### src/rtl/dma64_pkg.sv
// Shared types and constants for the 64-bit DMA memory bridge.
package dma64_pkg;
   typedef enum logic [1:0] {
      IDLE   = 2'd0,
      RD_RUN = 2'd1,
      WR_RUN = 2'd2
   } state_t;

   localparam int DMA_BEAT_W = 64;

   localparam logic [2:0] SIZE_WORD  = 3'b010;
   localparam logic [2:0] SIZE_DWORD = 3'b011;
endpackage

### src/rtl/sync_fifo_64.sv
// Shift-register FIFO with registered head; push/pop same cycle legal.
// Latency 1 cycle push-to-dout; pushes while full and not popping are dropped.
module sync_fifo_64
   import dma64_pkg::*;
#(
   parameter int DEPTH = 2,
   parameter int WIDTH = DMA_BEAT_W
) (
   input  logic                         clk,
   input  logic                         rst,
   input  logic                         push,
   input  logic                         pop,
   input  logic [WIDTH-1:0]             din,
   output logic [WIDTH-1:0]             dout,
   output logic [$clog2(DEPTH+1)-1:0]   count,
   output logic                         empty,
   output logic                         full
);
   localparam int CW = $clog2(DEPTH+1);

   logic [WIDTH-1:0] r_mem [DEPTH];
   logic [WIDTH-1:0] w_nxt [DEPTH];
   logic [CW-1:0]    r_count;
   logic [CW-1:0]    w_count_nxt;
   logic [CW-1:0]    w_wr_idx;
   logic             r_empty;
   logic             w_pop;
   logic             w_push;

   assign w_pop       = pop & (r_count != '0);
   assign w_push      = push & ((r_count != CW'(DEPTH)) | w_pop);
   assign w_count_nxt = r_count + CW'(w_push) - CW'(w_pop);
   assign w_wr_idx    = r_count - CW'(w_pop);

   // Entry 0 is always the head, so dout comes straight from a flop.
   always_comb begin
      for (int i = 0; i < DEPTH; i++) w_nxt[i] = r_mem[i];
      if (w_pop)
         for (int i = 0; i < DEPTH-1; i++) w_nxt[i] = r_mem[i+1];
      if (w_push)
         for (int i = 0; i < DEPTH; i++)
            if (CW'(i) == w_wr_idx) w_nxt[i] = din;
   end

   always_ff @(posedge clk) begin
      if (!rst) begin
         for (int i = 0; i < DEPTH; i++) r_mem[i] <= '0;
         r_count <= '0;
         r_empty <= 1'b1;
      end else begin
         for (int i = 0; i < DEPTH; i++) r_mem[i] <= w_nxt[i];
         r_count <= w_count_nxt;
         r_empty <= (w_count_nxt == '0);
      end
   end

   assign dout  = r_mem[0];
   assign count = r_count;
   assign empty = r_empty;
   assign full  = (r_count == CW'(DEPTH));
endmodule

### src/rtl/dma64_mem_bridge.sv
// DMA responder serving 64-bit read/write channels from a 1-cycle single-port memory.
// Read: first beat 2 cycles after ctrl handshake, 1 beat/cycle; chnl ready backpressure absorbed by the read FIFO.
module dma64_mem_bridge
   import dma64_pkg::*;
#(
   parameter int ADDR_W      = 16,
   parameter int RFIFO_DEPTH = 2
) (
   input  logic              clk,
   input  logic              rst,
   input  logic              dma_read_ctrl_valid,
   output logic              dma_read_ctrl_ready,
   input  logic [31:0]       dma_read_ctrl_data_index,
   input  logic [31:0]       dma_read_ctrl_data_length,
   input  logic [2:0]        dma_read_ctrl_data_size,
   output logic              dma_read_chnl_valid,
   output logic [63:0]       dma_read_chnl_data,
   input  logic              dma_read_chnl_ready,
   input  logic              dma_write_ctrl_valid,
   output logic              dma_write_ctrl_ready,
   input  logic [31:0]       dma_write_ctrl_data_index,
   input  logic [31:0]       dma_write_ctrl_data_length,
   input  logic [2:0]        dma_write_ctrl_data_size,
   input  logic              dma_write_chnl_valid,
   input  logic [63:0]       dma_write_chnl_data,
   output logic              dma_write_chnl_ready,
   output logic              mem_en,
   output logic              mem_we,
   output logic [ADDR_W-1:0] mem_addr,
   output logic [63:0]       mem_wdata,
   input  logic [63:0]       mem_rdata,
   output logic              busy
);
   localparam int CW = $clog2(RFIFO_DEPTH+1);

   state_t            r_state;
   logic [ADDR_W-1:0] r_base;
   logic [31:0]       r_len;
   logic [31:0]       r_issued;
   logic [31:0]       r_done;
   logic              r_inflight;
   logic [2:0]        r_size;

   logic              w_idle;
   logic              w_rd_hs;
   logic              w_wr_hs;
   logic              w_beat;
   logic              w_pop;
   logic              w_issue;
   logic [31:0]       w_len;
   logic [CW-1:0]     w_fifo_count;
   logic [CW:0]       w_occ;
   logic              w_fifo_empty;
   logic              w_fifo_full;
   logic              w_unused;

   assign w_idle               = (r_state == IDLE);
   assign dma_read_ctrl_ready  = rst & w_idle;
   assign dma_write_ctrl_ready = rst & w_idle & dma_write_ctrl_valid & ~dma_read_ctrl_valid;
   assign w_rd_hs              = dma_read_ctrl_valid & dma_read_ctrl_ready;
   assign w_wr_hs              = dma_write_ctrl_valid & dma_write_ctrl_ready;
   assign w_len                = w_rd_hs ? dma_read_ctrl_data_length : dma_write_ctrl_data_length;

   assign dma_write_chnl_ready = rst & (r_state == WR_RUN);
   assign w_beat               = dma_write_chnl_valid & dma_write_chnl_ready;

   assign dma_read_chnl_valid  = ~w_fifo_empty;
   assign w_pop                = dma_read_chnl_valid & dma_read_chnl_ready;

   // Reserve a FIFO slot for every read still in the memory pipe.
   assign w_occ   = {1'b0, w_fifo_count} + {{CW{1'b0}}, r_inflight} - {{CW{1'b0}}, w_pop};
   assign w_issue = rst & (r_state == RD_RUN) & (r_issued < r_len)
                  & (w_occ < (CW+1)'(RFIFO_DEPTH));

   assign mem_en    = w_issue | w_beat;
   assign mem_we    = w_beat;
   assign mem_addr  = w_beat  ? r_base + r_done[ADDR_W-1:0]   :
                      w_issue ? r_base + r_issued[ADDR_W-1:0] : '0;
   assign mem_wdata = w_beat ? dma_write_chnl_data : '0;
   assign busy      = ~w_idle;

   always_ff @(posedge clk) begin
      if (!rst) begin
         r_state    <= IDLE;
         r_base     <= '0;
         r_len      <= '0;
         r_issued   <= '0;
         r_done     <= '0;
         r_inflight <= 1'b0;
         r_size     <= '0;
      end else begin
         r_inflight <= w_issue;
         if (w_issue) r_issued <= r_issued + 32'd1;
         case (r_state)
            IDLE: begin
               if (w_rd_hs | w_wr_hs) begin
                  r_base   <= w_rd_hs ? dma_read_ctrl_data_index[ADDR_W-1:0]
                                      : dma_write_ctrl_data_index[ADDR_W-1:0];
                  r_size   <= w_rd_hs ? dma_read_ctrl_data_size : dma_write_ctrl_data_size;
                  r_len    <= w_len;
                  r_issued <= '0;
                  r_done   <= '0;
                  if (w_len != '0) r_state <= w_rd_hs ? RD_RUN : WR_RUN;
               end
            end
            RD_RUN: begin
               if (w_pop) begin
                  r_done <= r_done + 32'd1;
                  if (r_done == r_len - 32'd1) r_state <= IDLE;
               end
            end
            WR_RUN: begin
               if (w_beat) begin
                  r_done <= r_done + 32'd1;
                  if (r_done == r_len - 32'd1) r_state <= IDLE;
               end
            end
            default: r_state <= IDLE;
         endcase
      end
   end

   sync_fifo_64 #(
      .DEPTH (RFIFO_DEPTH),
      .WIDTH (DMA_BEAT_W)
   ) u_rfifo (
      .clk   (clk),
      .rst   (rst),
      .push  (r_inflight),
      .pop   (w_pop),
      .din   (mem_rdata),
      .dout  (dma_read_chnl_data),
      .count (w_fifo_count),
      .empty (w_fifo_empty),
      .full  (w_fifo_full)
   );

   // Size is carried for the accelerator's benefit only; upper index bits are don't-care.
   assign w_unused = ^{dma_read_ctrl_data_index, dma_write_ctrl_data_index, r_size, w_fifo_full};
endmodule

### config.mk
export PLATFORM = sky130hd
export DESIGN_NAME = dma64_mem_bridge
export DESIGN_NICKNAME = d
export VERILOG_FILES = /design/src/rtl/dma64_pkg.sv /design/src/rtl/sync_fifo_64.sv /design/src/rtl/dma64_mem_bridge.sv
export SDC_FILE = /design/constraint.sdc
export NUM_CORES = 1
export LEC_CHECK = 0
export ABC_AREA = 1
export BUFFER_PORTS_ARGS = -buffer_cell sky130_fd_sc_hd__buf_2
export CAP_MARGIN = 20
export CORE_AREA = 2 2 233 235
export DETAILED_ROUTE_END_ITERATION = 10
export DIE_AREA = 0 0 235 237
export HOLD_SLACK_MARGIN = 0.12
export PLACE_DENSITY = 0.59
export SLEW_MARGIN = 5
export SYNTH_ARGS = -nofsm -noshare
export SYNTH_HDL_FRONTEND = slang
export SYNTH_SLANG_ARGS = --single-unit
### constraint.sdc
create_clock -name clk -period 9.9 [get_ports clk]
set_input_delay 2.97 -clock clk [delete_from_list [all_inputs] [get_ports clk]]
set_output_delay 2.97 -clock clk [all_outputs]
set_load 0.01 [all_outputs]
# Yosys cells after proc, flatten, opt, wreduce, memory -nomap -nowiden
# Memory sizes are Yosys's and may differ from the RTL's.
# Index checks and enable logic that the tools add are counted.
dict set report classes {
  addsub 10
  n_mul 0
  div 0
  n_lt_le_gt_ge 2
  eq_ne 9
  shift 0
  n_mux 27
  bitwise_logic 21
  reduce_logical 9
}
# operator n
set op_table {}
lappend op_table {{$mux W64} 6}
lappend op_table {{$mux W32} 7}
lappend op_table {{$mux W128} 1}
lappend op_table {{$pmux W32 S3} 1}
lappend op_table {{$add A32 B1 Y32 const B} 2}
lappend op_table {{$mux W16} 3}
lappend op_table {{$add A16 B16 Y16} 2}
lappend op_table {{$eq A32 B32 Y1} 1}
lappend op_table {{$lt A32 B32 Y1} 1}
lappend op_table {{$reduce_bool A32 Y1} 1}
lappend op_table {{$sub A32 B1 Y32 const B} 1}
lappend op_table {{$and A1 B1 Y1} 13}
lappend op_table {{$mux W2} 6}
lappend op_table {{$reduce_and A4 Y1} 2}
lappend op_table {{$logic_not A2 Y1} 3}
lappend op_table {{$ne A2 B1 Y1 const B} 3}
lappend op_table {{$pmux W2 S3} 1}
lappend op_table {{$or A1 B1 Y1} 5}
lappend op_table {{$ne A2 B2 Y1 const B} 2}
lappend op_table {{$sub A2 B1 Y2} 2}
lappend op_table {{$add A2 B1 Y3} 1}
lappend op_table {{$lt A3 B2 Y1 const B} 1}
lappend op_table {{$not A1 Y1} 3}
lappend op_table {{$reduce_bool A3 Y1} 1}
lappend op_table {{other kinds (8)} 9}
dict set report totals {
  register_bits 118
  latch_bits 0
  ram_bits 128
  romBits 0
  out_inout_bits 151
  wordCells 87
  memories 1
}
# memory words width rd rd_clocked_by_memory_dff write_ports line
set mem_list {}
lappend mem_list {u_rfifo.r_mem 2 64 2 0 2 sync_fifo_64.sv:21} ;# logic [WIDTH-1:0] r_mem [DEPTH];

# Logic depth before layout (Yosys ltp)
dict set report logic_depth {
  ltp_word 8
  mapped_depth 20
  depth_no_buf 20
}

# By module
# From an unflattened synthesis, not the netlist that was laid out.
dict set report hier_totals {
  cells_unflattened 2858
  hier_area_um2 17166.5
}
# module n_inst cells_per_inst area_per_inst_um2
set modules_own_cells {}
lappend modules_own_cells {dma64_mem_bridge 1 1731 10351.2}
lappend modules_own_cells {sync_fifo_64 1 1127 6815.3}

# Least setup slack after synthesis
# No wires, ideal clock.
dict set report synth_timing {
  kind {input to output}
  start {in dma_read_chnl_ready}
  end {out mem_addr[10]}
  t_arrival_ps 5331
  path_slack_ps 1599
  cell_stages 14
  path_buffers 1
  cell_sequence {inv_1 > nor2_1 > ha_1 > or2_2 > fa_1 > nand2_1 > nor3_1 > o211ai_1 > nor2_1 > nand2_2 > nor2_2 > buf_2 > nand2_1 > nand2_1}
}
dict set report synth_via {
  elab_chain_len 6
}
# item line
set synth_rtl {}
lappend synth_rtl {{start: declaration} dma64_mem_bridge.sv:18} ;# input logic dma_read_chnl_ready,
lappend synth_rtl {{$and A1 B1 Y1} dma64_mem_bridge.sv:68} ;# assign w_pop = dma_read_chnl_valid & dma_read_chnl_ready;
lappend synth_rtl {{$sub A3 B1 Y3} dma64_mem_bridge.sv:71} ;# assign w_occ = {1'b0, w_fifo_count} + {{CW{1'b0}}, r_inflight} - {{CW{1'b0}}, w_pop};
lappend synth_rtl {{$lt A3 B2 Y1} dma64_mem_bridge.sv:73} ;# & (w_occ < (CW+1)'(RFIFO_DEPTH));
lappend synth_rtl {{$and A1 B1 Y1} dma64_mem_bridge.sv:73}
lappend synth_rtl {{$mux W16} dma64_mem_bridge.sv:78} ;# w_issue ? r_base + r_issued[ADDR_W-1:0] : '0;
lappend synth_rtl {{$mux W16} dma64_mem_bridge.sv:77} ;# assign mem_addr = w_beat ? r_base + r_done[ADDR_W-1:0] :
lappend synth_rtl {{end: declaration} dma64_mem_bridge.sv:29} ;# output logic [ADDR_W-1:0] mem_addr,
# Every way passes these cells.

# Final worst setup path
dict set report layout_timing {
  start {in dma_read_chnl_ready}
  end {out mem_addr[11]}
}
# The elaborated chain is that of the path after synthesis.

==> run metrics <==
run status finished, final reports clean; final hold violation count 0; post-synthesis cell area between 15000 and 20000 um^2; area of the die around 56000 um^2; Synth Register Bits about 250; gr ovfl total 0; DR WL/cell roughly 15 um; vias in the first global route around 15000; sequential share of the synthesized area 31.1%; Vias per Instance 4.61; Routed Antenna Nets 0; Finish-stage setup viols 0; Worst setup SP type input port; Num CTS Buffers 31; post-synthesis cell type count 43; met2 usage roughly 29%; Setup TNS 0 ns; hpwl dp approximately 38 mm; worst-skew pair later-pin latency between 0.5 and 0.6 ns; Yosys top cell by area dfxtp_1; global-route wire length before repair 80.0 mm; PwrDens a little under 200 nW/um^2; Setup crit start dma_read_chnl_ready; CP max FO 16; Core ar. 53300 um^2; Post-Syn Instances between 2000 and 2500; Worst Hold Class flip-flop to flip-flop; RSZ-0062 raised after global routing no; Post-synth EDFFs 0; Net Count, Synth 2807; ys flop type dfxtp_1; fin crit period around 9.0 ns; Sink Count 246; CP endpoint mem_addr[11]; Hold Buf Count CTS 0; asr flop ratio synth 0%; post-synth top area share roughly 31%; adder-cell share of the synthesized area under 10%; Fin Hold WS 0.509 ns; worst path required time just under 7 ns; top cells by area, synth dfxtp_1 (31%), nand2_1 (15%), inv_1 (7.1%); syn avg cell area 6.43 um^2; Worst slew margin a little under half; die width between 200 and 250 um; Peak Freq 0.111 GHz; gr usage total about 17%; detailed-route via count approximately 16000; DRC 0; num rows 85; placed instance count ~3400; largest family of logic cells by synthesized area simple AND/OR/NAND/NOR gates; # fillers approximately 5900; Tcrit/Tclk final approximately 91%; depth of the worst register-to-register path 16; Post-Synth Simple-Gate Area 29.2%; Compound-Gate Fraction of Synth Area between 10% and 20%; PostCTS Resize Cnt 0; CTS root buffer clkbuf_16; met1 GRT Util between 20 and 25%; crit path DAT 6.00 ns; Pleak approximately 9.7 nW; DR iter-0 viols around 960; Net count, final roughly 3100; clk buf depth 3; DR pass1 iterations 5; most used routing layer met2; pre-CTS setup slack 0.843 ns; setup ws final around 0.93 ns; Peak VDD IR roughly 0.13 mV; M3 GR Usage about 4.0%; Area Overhead vs Synth 19.5%; Top Ports between 400 and 500; top-count cell post-synth nand2_1; multiplexer share of the synthesized area less than 1%; pin count of the biggest net entering global routing 87; crit path capture type output pin; post-route insts no fill between 3000 and 4000; Post-Synth XOR/XNOR Area between 5 and 6%; Clock Pin Slew Worst Setup and Hold Paths around 0.06 ns; final wirelength roughly 50 mm; CTS tree done; initial antenna violation count 3; initial core utilization slightly below 30%; fin. max-slew vios 0; measured slew at the worst slew-check pin 0.812 ns; most frequent cells after synthesis nand2_1 (646), inv_1 (302), dfxtp_1 (246); chip height 237 um; Critical R2R Capture r_state[0]; Routability Congestion 0.941; H-tree depth 1; max-capacitance violation count 0; YS warnings 0; Buffers on Ports 380; R2R Path Start r_state[0]; layout cells sized above 1 between 15 and 20%; CP Class input port to output pin; Worst Skew roughly 0.02 ns; R2R Setup Slk between 6 and 7 ns; Post-CTS Setup Bufs 0
## area by class of cell
type / count / area [um^2] / area share, %
multi-input cells: 1744 / 8920 / 47.1
flip-flops and latches: 246 / 4920 / 26.0
repair buffers: 398 / 2050 / 10.8
inverters: 310 / 1160 / 6.14
clock buffers: 45 / 878 / 4.64
well taps: 696 / 871 / 4.60
clock inverters: 10 / 130 / 0.687
diodes: 1 / 2.50 / 0.0132
## worst min-delay path by stage
| stage | startpoint | endpoint | slack [ns] | depth (start not counted) |
|---|---|---|---|---|
| floorplan | r_state[1] | r_state[1] | 0.48 | 2 |
| global placement | r_state[1] | r_state[1] | 0.50 | 2 |
| detailed placement | r_done[31] | r_done[31] | 0.50 | 2 |
| CTS | r_state[1] | r_state[1] | 0.51 | 2 |
| global route | r_state[1] | r_state[1] | 0.54 | 2 |
| finish | r_state[1] | r_state[1] | 0.51 | 2 |
## report_power, final
group          switching, mW  leakage [nW]  internal [mW]
Combinational          0.868          7.20          0.471
Clock                  0.451         0.484          0.667
Sequential             0.135          2.00           1.13
## kinds of logic (layout without fill, tap and decap cells)
family | after synthesis | count (layout)
fa+ha+maj | 74 | 74
xor+xnor | 94 | 94
compound gates | 459 | 459
mux | 6 | 6
buf+inv | 475 | 763
simple gates | 1111 | 1111
flops | 246 | 246
other cells | 0 | 1
## layer usage
metal | vias up | wire (um)
met5 | - | 24
met4 | 4 | 1520
met3 | 87 | 3210
met2 | 398 | 23100
met1 | 7029 | 22800
li1 | 8379 | -
## metrics by stage
step	instance area [um^2]	util (%)	power, mW
global placement	17900	33.6	2.62
global route	18900	35.6	4.01
CTS	18900	35.6	3.76
floorplan	15900	-	2.24
finish	18900	35.6	3.72
detailed placement	17900	33.7	2.62
## critical path: stages
cell      delay, ns
buf_2          0.07
inv_1          0.03
nor2_1         0.31
ha_1           0.31
or2_2          0.30
fa_1           0.48
nand2_1        0.05
nor3_1         0.14
o211ai_1       0.12
nor2_2         0.14
nand2_2        0.12
nor2_2         0.59
nand2_1        0.13
nand2_1        0.10
buf_2          0.13
## cells in the final DEF, fill, tap and decap left out, types with 28 or more instances in the layout
| cell type | count |
|---|---|
| nand2_1 | 646 |
| ha_1 | 71 |
| o21ai_0 | 198 |
| buf_2 | 379 |
| nor3_1 | 60 |
| dfxtp_1 | 246 |
| nand3_1 | 93 |
| nor2_1 | 222 |
| inv_1 | 301 |
| a21oi_1 | 202 |
| nand4_1 | 28 |
| clkbuf_16 | 31 |
| xor2_1 | 77 |
## state kept, by name (all words and copies together) (netlist names)
| signal | flops |
|---|---|
| u_rfifo.empty | 1 |
| r_state | 2 |
| u_rfifo.r_mem | 128 |
| r_issued | 32 |
| r_len | 32 |
| u_rfifo.count | 2 |
| r_inflight | 1 |
| r_done | 32 |
| r_base | 16 |
Note: power is estimated with default switching activity, not from simulation.
